### src/rtl/axi_pkg.sv
// Shared types for the AXI4-Lite crossbar: responses, decode targets,
// region defaults and FSM state encodings.
package axi_pkg;

    typedef logic [1:0] resp_t;

    localparam resp_t OKAY   = 2'b00;
    localparam resp_t DECERR = 2'b11;

    typedef enum logic [1:0] {
        TGT_S0,
        TGT_S1,
        TGT_S2,
        TGT_ERR
    } tgt_t;

    localparam logic [31:0] S0_BASE_DEF = 32'h8000_0000;
    localparam logic [31:0] S0_MASK_DEF = 32'hF800_0000;
    localparam logic [31:0] S1_BASE_DEF = 32'h1000_0000;
    localparam logic [31:0] S1_MASK_DEF = 32'hFFFF_F000;
    localparam logic [31:0] S2_BASE_DEF = 32'h0200_0000;
    localparam logic [31:0] S2_MASK_DEF = 32'hFFFF_0000;

    typedef enum logic [1:0] {
        RD_IDLE,
        RD_BUSY,
        RD_ERR
    } rd_state_t;

    typedef enum logic [2:0] {
        WR_IDLE,
        WR_W,
        WR_B,
        WR_ERR_W,
        WR_ERR_B
    } wr_state_t;

endpackage

### src/rtl/axi_lite_if.sv
// AXI4-Lite channel bundle with master/slave views.
interface axi_lite_if;
    logic [31:0] araddr;
    logic        arvalid;
    logic        arready;
    logic [31:0] rdata;
    logic [1:0]  rresp;
    logic        rvalid;
    logic        rready;
    logic [31:0] awaddr;
    logic        awvalid;
    logic        awready;
    logic [31:0] wdata;
    logic [3:0]  wmask;
    logic        wvalid;
    logic        wready;
    logic [1:0]  bresp;
    logic        bvalid;
    logic        bready;

    modport master (
        output araddr, arvalid, rready,
        output awaddr, awvalid, wdata, wmask, wvalid, bready,
        input  arready, rdata, rresp, rvalid,
        input  awready, wready, bresp, bvalid
    );

    modport slave (
        input  araddr, arvalid, rready,
        input  awaddr, awvalid, wdata, wmask, wvalid, bready,
        output arready, rdata, rresp, rvalid,
        output awready, wready, bresp, bvalid
    );
endinterface

### src/rtl/axi_addr_decode.sv
// Address-to-target decoder; lower slave index wins on overlapping regions.
module axi_addr_decode
    import axi_pkg::*;
#(
    parameter logic [31:0] S0_BASE = S0_BASE_DEF,
    parameter logic [31:0] S0_MASK = S0_MASK_DEF,
    parameter logic [31:0] S1_BASE = S1_BASE_DEF,
    parameter logic [31:0] S1_MASK = S1_MASK_DEF,
    parameter logic [31:0] S2_BASE = S2_BASE_DEF,
    parameter logic [31:0] S2_MASK = S2_MASK_DEF
) (
    input  logic [31:0] addr,
    output tgt_t        tgt
);
    always_comb begin
        if ((addr & S0_MASK) == S0_BASE)
            tgt = TGT_S0;
        else if ((addr & S1_MASK) == S1_BASE)
            tgt = TGT_S1;
        else if ((addr & S2_MASK) == S2_BASE)
            tgt = TGT_S2;
        else
            tgt = TGT_ERR;
    end
endmodule

### src/rtl/axi_xbar_1to3.sv
// AXI4-Lite 1-to-3 router with independent read/write FSMs and an
// internal DECERR responder for unmapped addresses.
module axi_xbar_1to3
    import axi_pkg::*;
#(
    parameter logic [31:0] S0_BASE = S0_BASE_DEF,
    parameter logic [31:0] S0_MASK = S0_MASK_DEF,
    parameter logic [31:0] S1_BASE = S1_BASE_DEF,
    parameter logic [31:0] S1_MASK = S1_MASK_DEF,
    parameter logic [31:0] S2_BASE = S2_BASE_DEF,
    parameter logic [31:0] S2_MASK = S2_MASK_DEF
) (
    input logic       clk,
    input logic       reset,
    axi_lite_if.slave  m,
    axi_lite_if.master s0,
    axi_lite_if.master s1,
    axi_lite_if.master s2
);
    tgt_t      ar_tgt, aw_tgt, rsel, wsel;
    rd_state_t rd_state, rd_next;
    wr_state_t wr_state, wr_next;

    // Slot 3 stands for the internal error responder.
    logic [3:0]  arready_v, awready_v, wready_v, rvalid_v, bvalid_v;
    logic [31:0] rdata_v [4];
    resp_t       rresp_v [4];
    resp_t       bresp_v [4];

    logic [2:0]  arvalid_o, rready_o, awvalid_o, wvalid_o, bready_o;
    logic        ar_ready, r_valid, aw_ready, w_ready, b_valid;
    logic [31:0] r_data;
    resp_t       r_resp, b_resp;
    logic        ar_hs, r_hs, aw_hs, w_hs, b_hs;

    axi_addr_decode #(
        .S0_BASE(S0_BASE), .S0_MASK(S0_MASK),
        .S1_BASE(S1_BASE), .S1_MASK(S1_MASK),
        .S2_BASE(S2_BASE), .S2_MASK(S2_MASK)
    ) u_ar_dec (.addr(m.araddr), .tgt(ar_tgt));

    axi_addr_decode #(
        .S0_BASE(S0_BASE), .S0_MASK(S0_MASK),
        .S1_BASE(S1_BASE), .S1_MASK(S1_MASK),
        .S2_BASE(S2_BASE), .S2_MASK(S2_MASK)
    ) u_aw_dec (.addr(m.awaddr), .tgt(aw_tgt));

    assign arready_v = {1'b1, s2.arready, s1.arready, s0.arready};
    assign awready_v = {1'b1, s2.awready, s1.awready, s0.awready};
    assign wready_v  = {1'b1, s2.wready, s1.wready, s0.wready};
    assign rvalid_v  = {1'b0, s2.rvalid, s1.rvalid, s0.rvalid};
    assign bvalid_v  = {1'b0, s2.bvalid, s1.bvalid, s0.bvalid};
    assign rdata_v   = '{s0.rdata, s1.rdata, s2.rdata, 32'h0};
    assign rresp_v   = '{s0.rresp, s1.rresp, s2.rresp, DECERR};
    assign bresp_v   = '{s0.bresp, s1.bresp, s2.bresp, DECERR};

    assign ar_hs = m.arvalid && ar_ready;
    assign r_hs  = r_valid && m.rready;
    assign aw_hs = m.awvalid && aw_ready;
    assign w_hs  = m.wvalid && w_ready;
    assign b_hs  = b_valid && m.bready;

    // ---------------- read path ----------------
    always_ff @(posedge clk) begin
        if (reset) begin
            rd_state <= RD_IDLE;
            rsel     <= TGT_S0;
        end else begin
            rd_state <= rd_next;
            if (rd_state == RD_IDLE && ar_hs)
                rsel <= ar_tgt;
        end
    end

    always_comb begin
        rd_next = rd_state;
        unique case (rd_state)
            RD_IDLE: if (ar_hs) rd_next = (ar_tgt == TGT_ERR) ? RD_ERR : RD_BUSY;
            RD_BUSY: if (r_hs) rd_next = RD_IDLE;
            RD_ERR:  if (m.rready) rd_next = RD_IDLE;
            default: rd_next = RD_IDLE;
        endcase
    end

    always_comb begin
        arvalid_o = '0;
        rready_o  = '0;
        ar_ready  = 1'b0;
        r_valid   = 1'b0;
        r_data    = 32'h0;
        r_resp    = OKAY;
        if (!reset) begin
            unique case (rd_state)
                RD_IDLE: begin
                    ar_ready = arready_v[ar_tgt];
                    for (int i = 0; i < 3; i++)
                        arvalid_o[i] = m.arvalid && (ar_tgt == tgt_t'(2'(i)));
                end
                RD_BUSY: begin
                    r_valid = rvalid_v[rsel];
                    r_data  = rdata_v[rsel];
                    r_resp  = rresp_v[rsel];
                    for (int i = 0; i < 3; i++)
                        rready_o[i] = m.rready && (rsel == tgt_t'(2'(i)));
                end
                RD_ERR: begin
                    r_valid = 1'b1;
                    r_resp  = DECERR;
                end
                default: ;
            endcase
        end
    end

    // ---------------- write path ----------------
    always_ff @(posedge clk) begin
        if (reset) begin
            wr_state <= WR_IDLE;
            wsel     <= TGT_S0;
        end else begin
            wr_state <= wr_next;
            if (wr_state == WR_IDLE && aw_hs)
                wsel <= aw_tgt;
        end
    end

    always_comb begin
        wr_next = wr_state;
        unique case (wr_state)
            WR_IDLE: begin
                if (aw_hs) begin
                    if (aw_tgt == TGT_ERR)
                        wr_next = w_hs ? WR_ERR_B : WR_ERR_W;
                    else
                        wr_next = w_hs ? WR_B : WR_W;
                end
            end
            WR_W:     if (w_hs) wr_next = WR_B;
            WR_B:     if (b_hs) wr_next = WR_IDLE;
            WR_ERR_W: if (m.wvalid) wr_next = WR_ERR_B;
            WR_ERR_B: if (m.bready) wr_next = WR_IDLE;
            default:  wr_next = WR_IDLE;
        endcase
    end

    // W is only forwarded alongside AW while idle, so a lone W stalls.
    always_comb begin
        awvalid_o = '0;
        wvalid_o  = '0;
        bready_o  = '0;
        aw_ready  = 1'b0;
        w_ready   = 1'b0;
        b_valid   = 1'b0;
        b_resp    = OKAY;
        if (!reset) begin
            unique case (wr_state)
                WR_IDLE: begin
                    aw_ready = awready_v[aw_tgt];
                    w_ready  = m.awvalid && wready_v[aw_tgt];
                    for (int i = 0; i < 3; i++) begin
                        awvalid_o[i] = m.awvalid && (aw_tgt == tgt_t'(2'(i)));
                        wvalid_o[i]  = m.awvalid && m.wvalid
                                       && (aw_tgt == tgt_t'(2'(i)));
                    end
                end
                WR_W: begin
                    w_ready = wready_v[wsel];
                    for (int i = 0; i < 3; i++)
                        wvalid_o[i] = m.wvalid && (wsel == tgt_t'(2'(i)));
                end
                WR_B: begin
                    b_valid = bvalid_v[wsel];
                    b_resp  = bresp_v[wsel];
                    for (int i = 0; i < 3; i++)
                        bready_o[i] = m.bready && (wsel == tgt_t'(2'(i)));
                end
                WR_ERR_W: w_ready = 1'b1;
                WR_ERR_B: begin
                    b_valid = 1'b1;
                    b_resp  = DECERR;
                end
                default: ;
            endcase
        end
    end

    assign m.arready = ar_ready;
    assign m.rvalid  = r_valid;
    assign m.rdata   = r_data;
    assign m.rresp   = r_resp;
    assign m.awready = aw_ready;
    assign m.wready  = w_ready;
    assign m.bvalid  = b_valid;
    assign m.bresp   = b_resp;

    assign s0.araddr  = m.araddr;
    assign s0.arvalid = arvalid_o[0];
    assign s0.rready  = rready_o[0];
    assign s0.awaddr  = m.awaddr;
    assign s0.awvalid = awvalid_o[0];
    assign s0.wdata   = m.wdata;
    assign s0.wmask   = m.wmask;
    assign s0.wvalid  = wvalid_o[0];
    assign s0.bready  = bready_o[0];

    assign s1.araddr  = m.araddr;
    assign s1.arvalid = arvalid_o[1];
    assign s1.rready  = rready_o[1];
    assign s1.awaddr  = m.awaddr;
    assign s1.awvalid = awvalid_o[1];
    assign s1.wdata   = m.wdata;
    assign s1.wmask   = m.wmask;
    assign s1.wvalid  = wvalid_o[1];
    assign s1.bready  = bready_o[1];

    assign s2.araddr  = m.araddr;
    assign s2.arvalid = arvalid_o[2];
    assign s2.rready  = rready_o[2];
    assign s2.awaddr  = m.awaddr;
    assign s2.awvalid = awvalid_o[2];
    assign s2.wdata   = m.wdata;
    assign s2.wmask   = m.wmask;
    assign s2.wvalid  = wvalid_o[2];
    assign s2.bready  = bready_o[2];

endmodule
### src/flat_wrapper.sv
// flat-port wrapper written by rule: the top's interface ports become plain ports
module axi_xbar_1to3_flat import axi_pkg::*;
#(
    parameter logic [31:0] S0_BASE = S0_BASE_DEF,
    parameter logic [31:0] S0_MASK = S0_MASK_DEF,
    parameter logic [31:0] S1_BASE = S1_BASE_DEF,
    parameter logic [31:0] S1_MASK = S1_MASK_DEF,
    parameter logic [31:0] S2_BASE = S2_BASE_DEF,
    parameter logic [31:0] S2_MASK = S2_MASK_DEF
)
  (clk, reset, m_araddr, m_arvalid, m_rready, m_awaddr, m_awvalid, m_wdata, m_wmask, m_wvalid, m_bready, m_arready, m_rdata, m_rresp, m_rvalid, m_awready, m_wready, m_bresp, m_bvalid, s0_araddr, s0_arvalid, s0_rready, s0_awaddr, s0_awvalid, s0_wdata, s0_wmask, s0_wvalid, s0_bready, s0_arready, s0_rdata, s0_rresp, s0_rvalid, s0_awready, s0_wready, s0_bresp, s0_bvalid, s1_araddr, s1_arvalid, s1_rready, s1_awaddr, s1_awvalid, s1_wdata, s1_wmask, s1_wvalid, s1_bready, s1_arready, s1_rdata, s1_rresp, s1_rvalid, s1_awready, s1_wready, s1_bresp, s1_bvalid, s2_araddr, s2_arvalid, s2_rready, s2_awaddr, s2_awvalid, s2_wdata, s2_wmask, s2_wvalid, s2_bready, s2_arready, s2_rdata, s2_rresp, s2_rvalid, s2_awready, s2_wready, s2_bresp, s2_bvalid);
  axi_lite_if m_i ();
  axi_lite_if s0_i ();
  axi_lite_if s1_i ();
  axi_lite_if s2_i ();
  input logic clk;
  input logic reset;
  input wire logic [$bits(m_i.araddr)-1:0] m_araddr;
  input wire logic [$bits(m_i.arvalid)-1:0] m_arvalid;
  input wire logic [$bits(m_i.rready)-1:0] m_rready;
  input wire logic [$bits(m_i.awaddr)-1:0] m_awaddr;
  input wire logic [$bits(m_i.awvalid)-1:0] m_awvalid;
  input wire logic [$bits(m_i.wdata)-1:0] m_wdata;
  input wire logic [$bits(m_i.wmask)-1:0] m_wmask;
  input wire logic [$bits(m_i.wvalid)-1:0] m_wvalid;
  input wire logic [$bits(m_i.bready)-1:0] m_bready;
  output wire logic [$bits(m_i.arready)-1:0] m_arready;
  output wire logic [$bits(m_i.rdata)-1:0] m_rdata;
  output wire logic [$bits(m_i.rresp)-1:0] m_rresp;
  output wire logic [$bits(m_i.rvalid)-1:0] m_rvalid;
  output wire logic [$bits(m_i.awready)-1:0] m_awready;
  output wire logic [$bits(m_i.wready)-1:0] m_wready;
  output wire logic [$bits(m_i.bresp)-1:0] m_bresp;
  output wire logic [$bits(m_i.bvalid)-1:0] m_bvalid;
  output wire logic [$bits(s0_i.araddr)-1:0] s0_araddr;
  output wire logic [$bits(s0_i.arvalid)-1:0] s0_arvalid;
  output wire logic [$bits(s0_i.rready)-1:0] s0_rready;
  output wire logic [$bits(s0_i.awaddr)-1:0] s0_awaddr;
  output wire logic [$bits(s0_i.awvalid)-1:0] s0_awvalid;
  output wire logic [$bits(s0_i.wdata)-1:0] s0_wdata;
  output wire logic [$bits(s0_i.wmask)-1:0] s0_wmask;
  output wire logic [$bits(s0_i.wvalid)-1:0] s0_wvalid;
  output wire logic [$bits(s0_i.bready)-1:0] s0_bready;
  input wire logic [$bits(s0_i.arready)-1:0] s0_arready;
  input wire logic [$bits(s0_i.rdata)-1:0] s0_rdata;
  input wire logic [$bits(s0_i.rresp)-1:0] s0_rresp;
  input wire logic [$bits(s0_i.rvalid)-1:0] s0_rvalid;
  input wire logic [$bits(s0_i.awready)-1:0] s0_awready;
  input wire logic [$bits(s0_i.wready)-1:0] s0_wready;
  input wire logic [$bits(s0_i.bresp)-1:0] s0_bresp;
  input wire logic [$bits(s0_i.bvalid)-1:0] s0_bvalid;
  output wire logic [$bits(s1_i.araddr)-1:0] s1_araddr;
  output wire logic [$bits(s1_i.arvalid)-1:0] s1_arvalid;
  output wire logic [$bits(s1_i.rready)-1:0] s1_rready;
  output wire logic [$bits(s1_i.awaddr)-1:0] s1_awaddr;
  output wire logic [$bits(s1_i.awvalid)-1:0] s1_awvalid;
  output wire logic [$bits(s1_i.wdata)-1:0] s1_wdata;
  output wire logic [$bits(s1_i.wmask)-1:0] s1_wmask;
  output wire logic [$bits(s1_i.wvalid)-1:0] s1_wvalid;
  output wire logic [$bits(s1_i.bready)-1:0] s1_bready;
  input wire logic [$bits(s1_i.arready)-1:0] s1_arready;
  input wire logic [$bits(s1_i.rdata)-1:0] s1_rdata;
  input wire logic [$bits(s1_i.rresp)-1:0] s1_rresp;
  input wire logic [$bits(s1_i.rvalid)-1:0] s1_rvalid;
  input wire logic [$bits(s1_i.awready)-1:0] s1_awready;
  input wire logic [$bits(s1_i.wready)-1:0] s1_wready;
  input wire logic [$bits(s1_i.bresp)-1:0] s1_bresp;
  input wire logic [$bits(s1_i.bvalid)-1:0] s1_bvalid;
  output wire logic [$bits(s2_i.araddr)-1:0] s2_araddr;
  output wire logic [$bits(s2_i.arvalid)-1:0] s2_arvalid;
  output wire logic [$bits(s2_i.rready)-1:0] s2_rready;
  output wire logic [$bits(s2_i.awaddr)-1:0] s2_awaddr;
  output wire logic [$bits(s2_i.awvalid)-1:0] s2_awvalid;
  output wire logic [$bits(s2_i.wdata)-1:0] s2_wdata;
  output wire logic [$bits(s2_i.wmask)-1:0] s2_wmask;
  output wire logic [$bits(s2_i.wvalid)-1:0] s2_wvalid;
  output wire logic [$bits(s2_i.bready)-1:0] s2_bready;
  input wire logic [$bits(s2_i.arready)-1:0] s2_arready;
  input wire logic [$bits(s2_i.rdata)-1:0] s2_rdata;
  input wire logic [$bits(s2_i.rresp)-1:0] s2_rresp;
  input wire logic [$bits(s2_i.rvalid)-1:0] s2_rvalid;
  input wire logic [$bits(s2_i.awready)-1:0] s2_awready;
  input wire logic [$bits(s2_i.wready)-1:0] s2_wready;
  input wire logic [$bits(s2_i.bresp)-1:0] s2_bresp;
  input wire logic [$bits(s2_i.bvalid)-1:0] s2_bvalid;
  assign m_i.araddr = m_araddr;
  assign m_i.arvalid = m_arvalid;
  assign m_i.rready = m_rready;
  assign m_i.awaddr = m_awaddr;
  assign m_i.awvalid = m_awvalid;
  assign m_i.wdata = m_wdata;
  assign m_i.wmask = m_wmask;
  assign m_i.wvalid = m_wvalid;
  assign m_i.bready = m_bready;
  assign m_arready = m_i.arready;
  assign m_rdata = m_i.rdata;
  assign m_rresp = m_i.rresp;
  assign m_rvalid = m_i.rvalid;
  assign m_awready = m_i.awready;
  assign m_wready = m_i.wready;
  assign m_bresp = m_i.bresp;
  assign m_bvalid = m_i.bvalid;
  assign s0_araddr = s0_i.araddr;
  assign s0_arvalid = s0_i.arvalid;
  assign s0_rready = s0_i.rready;
  assign s0_awaddr = s0_i.awaddr;
  assign s0_awvalid = s0_i.awvalid;
  assign s0_wdata = s0_i.wdata;
  assign s0_wmask = s0_i.wmask;
  assign s0_wvalid = s0_i.wvalid;
  assign s0_bready = s0_i.bready;
  assign s0_i.arready = s0_arready;
  assign s0_i.rdata = s0_rdata;
  assign s0_i.rresp = s0_rresp;
  assign s0_i.rvalid = s0_rvalid;
  assign s0_i.awready = s0_awready;
  assign s0_i.wready = s0_wready;
  assign s0_i.bresp = s0_bresp;
  assign s0_i.bvalid = s0_bvalid;
  assign s1_araddr = s1_i.araddr;
  assign s1_arvalid = s1_i.arvalid;
  assign s1_rready = s1_i.rready;
  assign s1_awaddr = s1_i.awaddr;
  assign s1_awvalid = s1_i.awvalid;
  assign s1_wdata = s1_i.wdata;
  assign s1_wmask = s1_i.wmask;
  assign s1_wvalid = s1_i.wvalid;
  assign s1_bready = s1_i.bready;
  assign s1_i.arready = s1_arready;
  assign s1_i.rdata = s1_rdata;
  assign s1_i.rresp = s1_rresp;
  assign s1_i.rvalid = s1_rvalid;
  assign s1_i.awready = s1_awready;
  assign s1_i.wready = s1_wready;
  assign s1_i.bresp = s1_bresp;
  assign s1_i.bvalid = s1_bvalid;
  assign s2_araddr = s2_i.araddr;
  assign s2_arvalid = s2_i.arvalid;
  assign s2_rready = s2_i.rready;
  assign s2_awaddr = s2_i.awaddr;
  assign s2_awvalid = s2_i.awvalid;
  assign s2_wdata = s2_i.wdata;
  assign s2_wmask = s2_i.wmask;
  assign s2_wvalid = s2_i.wvalid;
  assign s2_bready = s2_i.bready;
  assign s2_i.arready = s2_arready;
  assign s2_i.rdata = s2_rdata;
  assign s2_i.rresp = s2_rresp;
  assign s2_i.rvalid = s2_rvalid;
  assign s2_i.awready = s2_awready;
  assign s2_i.wready = s2_wready;
  assign s2_i.bresp = s2_bresp;
  assign s2_i.bvalid = s2_bvalid;
  axi_xbar_1to3 #(.S0_BASE(S0_BASE), .S0_MASK(S0_MASK), .S1_BASE(S1_BASE), .S1_MASK(S1_MASK), .S2_BASE(S2_BASE), .S2_MASK(S2_MASK)) u_core (.clk(clk), .reset(reset), .m(m_i), .s0(s0_i), .s1(s1_i), .s2(s2_i));
endmodule
### config.mk
export PLATFORM = sky130hd
export DESIGN_NAME = axi_xbar_1to3_flat
export DESIGN_NICKNAME = d
export VERILOG_FILES = /design/src/rtl/axi_pkg.sv /design/src/rtl/axi_lite_if.sv /design/src/rtl/axi_addr_decode.sv /design/src/rtl/axi_xbar_1to3.sv /design/src/flat_wrapper.sv
export SDC_FILE = /design/constraint.sdc
export NUM_CORES = 1
export LEC_CHECK = 0
export ABC_CLOCK_PERIOD_IN_PS = 5540
export BUFFER_PORTS_ARGS = -buffer_cell sky130_fd_sc_hd__buf_2
export CORE_AREA = 3 3 226 228
export DETAILED_ROUTE_END_ITERATION = 7
export DIE_AREA = 0 0 229 231
export PLACE_DENSITY = 0.34
export REMOVE_ABC_BUFFERS = 1
export SYNTH_ARGS = -nofsm -noshare
export SYNTH_HDL_FRONTEND = slang
export SYNTH_HIERARCHICAL = 1
export SYNTH_SLANG_ARGS = --single-unit
### constraint.sdc
create_clock -name clk -period 5.54 [get_ports clk]
set_input_delay 0.831 -clock clk [delete_from_list [all_inputs] [get_ports clk]]
set_output_delay 0.831 -clock clk [all_outputs]
set_load 0.02 [all_outputs]
==> results.ini <==
[status]
status = complete, no violations

[clock_tree]
clk_latency_ns = 0.24
cts_num_sinks = 9
h-tree-depth = 1
clockBufferDepth = 2
cts_inserted_buffers = 3
cts-root-buf = clkbuf_16
cts_tree = done
post_cts_buffers = 0
cts_resized = 0
clkTransAtPathRegs_ns = 0.04
hold_buffers = 0

[finish]
fillerInstances = 5831
finalNetCount = 889
finish.utilization = 0.0959
final_common_cell = buf_2
final_cell_mix = buf_2, nor2_1, a21oi_1
drive_above_1_share = 0.564
area_growth_pct = 6.73

[drt]
drt_iter0_drc = 179
drc = 0
drt-pass1-iter-count = 4
ant_nets = 0
wl_per_cell_um = 26.3
vias = 4388
wl_mm = 34.8
viasPerCell = 3.32

[yosys]
yosysWarnings = 6
avgSynthCellArea_um2 = 7.05
syn-cell-area_um2 = 4410
synth_ff_type = dfxtp_1
synth-seq-area-share = 0.0409
yosys.cell_types.count = 50
synth_seq_cells = 9
synth_edf_count = 0
synthArstFlopShare = 0
syn_inst = 625

[timing]
tightest_slew_ns = 0.827
timing.fmax_mhz = 262
final-hold-violation-count = 0
tns_ns = 0
rsz0062_at_grt = false
period_needed_ns = 3.82
setup_viol = 0
min_period_over_period = 0.690
skew_ns = 0.0000842
finalMaxSlewViolations = 0
slew-limit-headroom = 0.446

[placed_design]
port-buffer-count = 345
gp_congestion = 0.858
hpwl_mm = 31.2

[worst_setup_path]
worstPathRequired_ns = 4.71
crit_arrival_ns = 2.99
critPathMaxFanout = 8
r2r_slack_ns = 3.01
cp-endpoint = m_arready
r2r-end = u_core/wr_state[1]
end_kind = output port
critPathLaunch = m_araddr[31]
path_class = input pin to output port
r2r_cells = 9
critPathLaunchType = input pin
reg2reg_from = u_core/wsel[0]

[power]
p_leak_nw = 2.22
p_clk_frac = 0.173
power_density_nw_per_um2 = 167
combPwrFrac = 0.674
p_switching_mw = 0.399
p_sw_frac = 0.507
internal_power_mw = 0.388
pwr-share-seq = 0.154
peakVddDrop_uv = 65.7

[floorplan]
dieArea_um2 = 52900
core_area_um2 = 49100
ios = 586
start_util = 0.0899
die_x_um = 229
row_count = 81
die_h_um = 231

[global_routing]
grt_pass1_vias = 4271
antenna_found_initial = 0
grt_max_degree = 37
grt_first_pass_wirelength_mm = 44.2
grt-ovfl-total = 0
gr-usage-all-layers = 0.124

[hold_path]
hold_class = flop to flop

[flow_run]
cap_violations = 0

-- cell families (layout without fill, tap and decap cells) --
logic type / Yosys count / count (layout) / synth area share
muxes: 46 / 46 / 0.106
other: 0 / 3 / 0
buffers and inverters: 331 / 360 / 0.547
DFF: 9 / 9 / 0.0409
adders and majority gates: 4 / 4 / 0.0114
and+or+nand+nor: 155 / 155 / 0.181
AOI/OAI and AO/OA: 80 / 80 / 0.115
-- through the flow --
step                area, um^2  hold slack, ns  power [mW]  cells  setup slack [ns]
finish                    4700           0.507       0.787   1321              1.72
global route              4700           0.541       0.854   1318              1.49
detailed placement        4620           0.502       0.659   1314              1.73
global placement          4620           0.498       0.659   1314              1.76
floorplan                 2020           0.468       0.355    300              1.65
CTS                       4700           0.508       0.805   1318              1.71
-- layer usage --
layer  up-vias  global-route usage  share of wire
li1       1838                   -              -
met1      2018               0.123           0.36
met2       499               0.188           0.42
met3        25               0.113           0.19
met4         8              0.0282          0.022
met5         -              0.0643         0.0095
-- state kept, by name (all words and copies together) (netlist names) --
register and cells:
u_core/wr_state 3, u_core/rd_state 2, u_core/rsel 2, u_core/wsel 2
-- synth_stat cells (3+ instances only) --
library cell  count  area (um^2)
a21oi_1          45          225
a31oi_1           5         31.3
and2_1            3         18.8
buf_2            10         50.1
buf_4           304         2280
clkbuf_1          7         26.3
dfxtp_1           9          180
ha_1              4         50.1
inv_1             6         22.5
mux2_2            4         45.0
mux2i_1          42          420
nand2_1           8         30.0
nand2b_1         11         68.8
nand3_1           5         25.0
nand3b_1          5         37.5
nor2_1           79          297
nor2b_1           6         37.5
nor3_1           10         50.1
nor3b_1           9         67.6
nor4_1            4         25.0
nor4b_1           3         26.3
o21ai_0           8         40.0
o221ai_1          3         26.3
-- critical path: stages --
cell and delay (ns):
buf_2 0.16, nor3_1 0.07, and4_1 0.25, a31oi_1 0.62
mux2i_1 0.25, a2111oi_0 0.55, buf_2 0.26
-- power groups by stage --
stage | registers [mW] | clock network [mW] | logic, mW
floorplan | 0.119 | 0 | 0.236
global placement | 0.124 | 0 | 0.535
detailed placement | 0.125 | 0 | 0.535
CTS | 0.123 | 0.144 | 0.537
global route | 0.126 | 0.147 | 0.581
finish | 0.121 | 0.136 | 0.531
-- how the worst min path moves through the flow --
stage                                   from                 end  slack, ns  cells past startpoint
final                     u_core/rd_state[1]  u_core/rd_state[1]       0.51                      2
after global routing      u_core/rd_state[0]  u_core/rd_state[0]       0.54                      2
after CTS                 u_core/rd_state[1]  u_core/rd_state[1]       0.51                      2
after detailed placement  u_core/rd_state[1]  u_core/rd_state[1]       0.50                      2
after global placement    u_core/rd_state[0]  u_core/rd_state[0]       0.50                      2
after floorplan           u_core/rd_state[1]  u_core/rd_state[1]       0.47                      2
-- layout make-up --
class	count	area [um^2]	area share
flip-flops and latches	9	181	0.0386
diodes	3	7.51	0.00160
repair buffers	350	1760	0.375
well taps	664	831	0.177
inverters	6	22.5	0.00479
clock buffers	4	78.8	0.0168
multi-input cells	285	1820	0.387
Note: power is estimated with default switching activity, not from simulation.
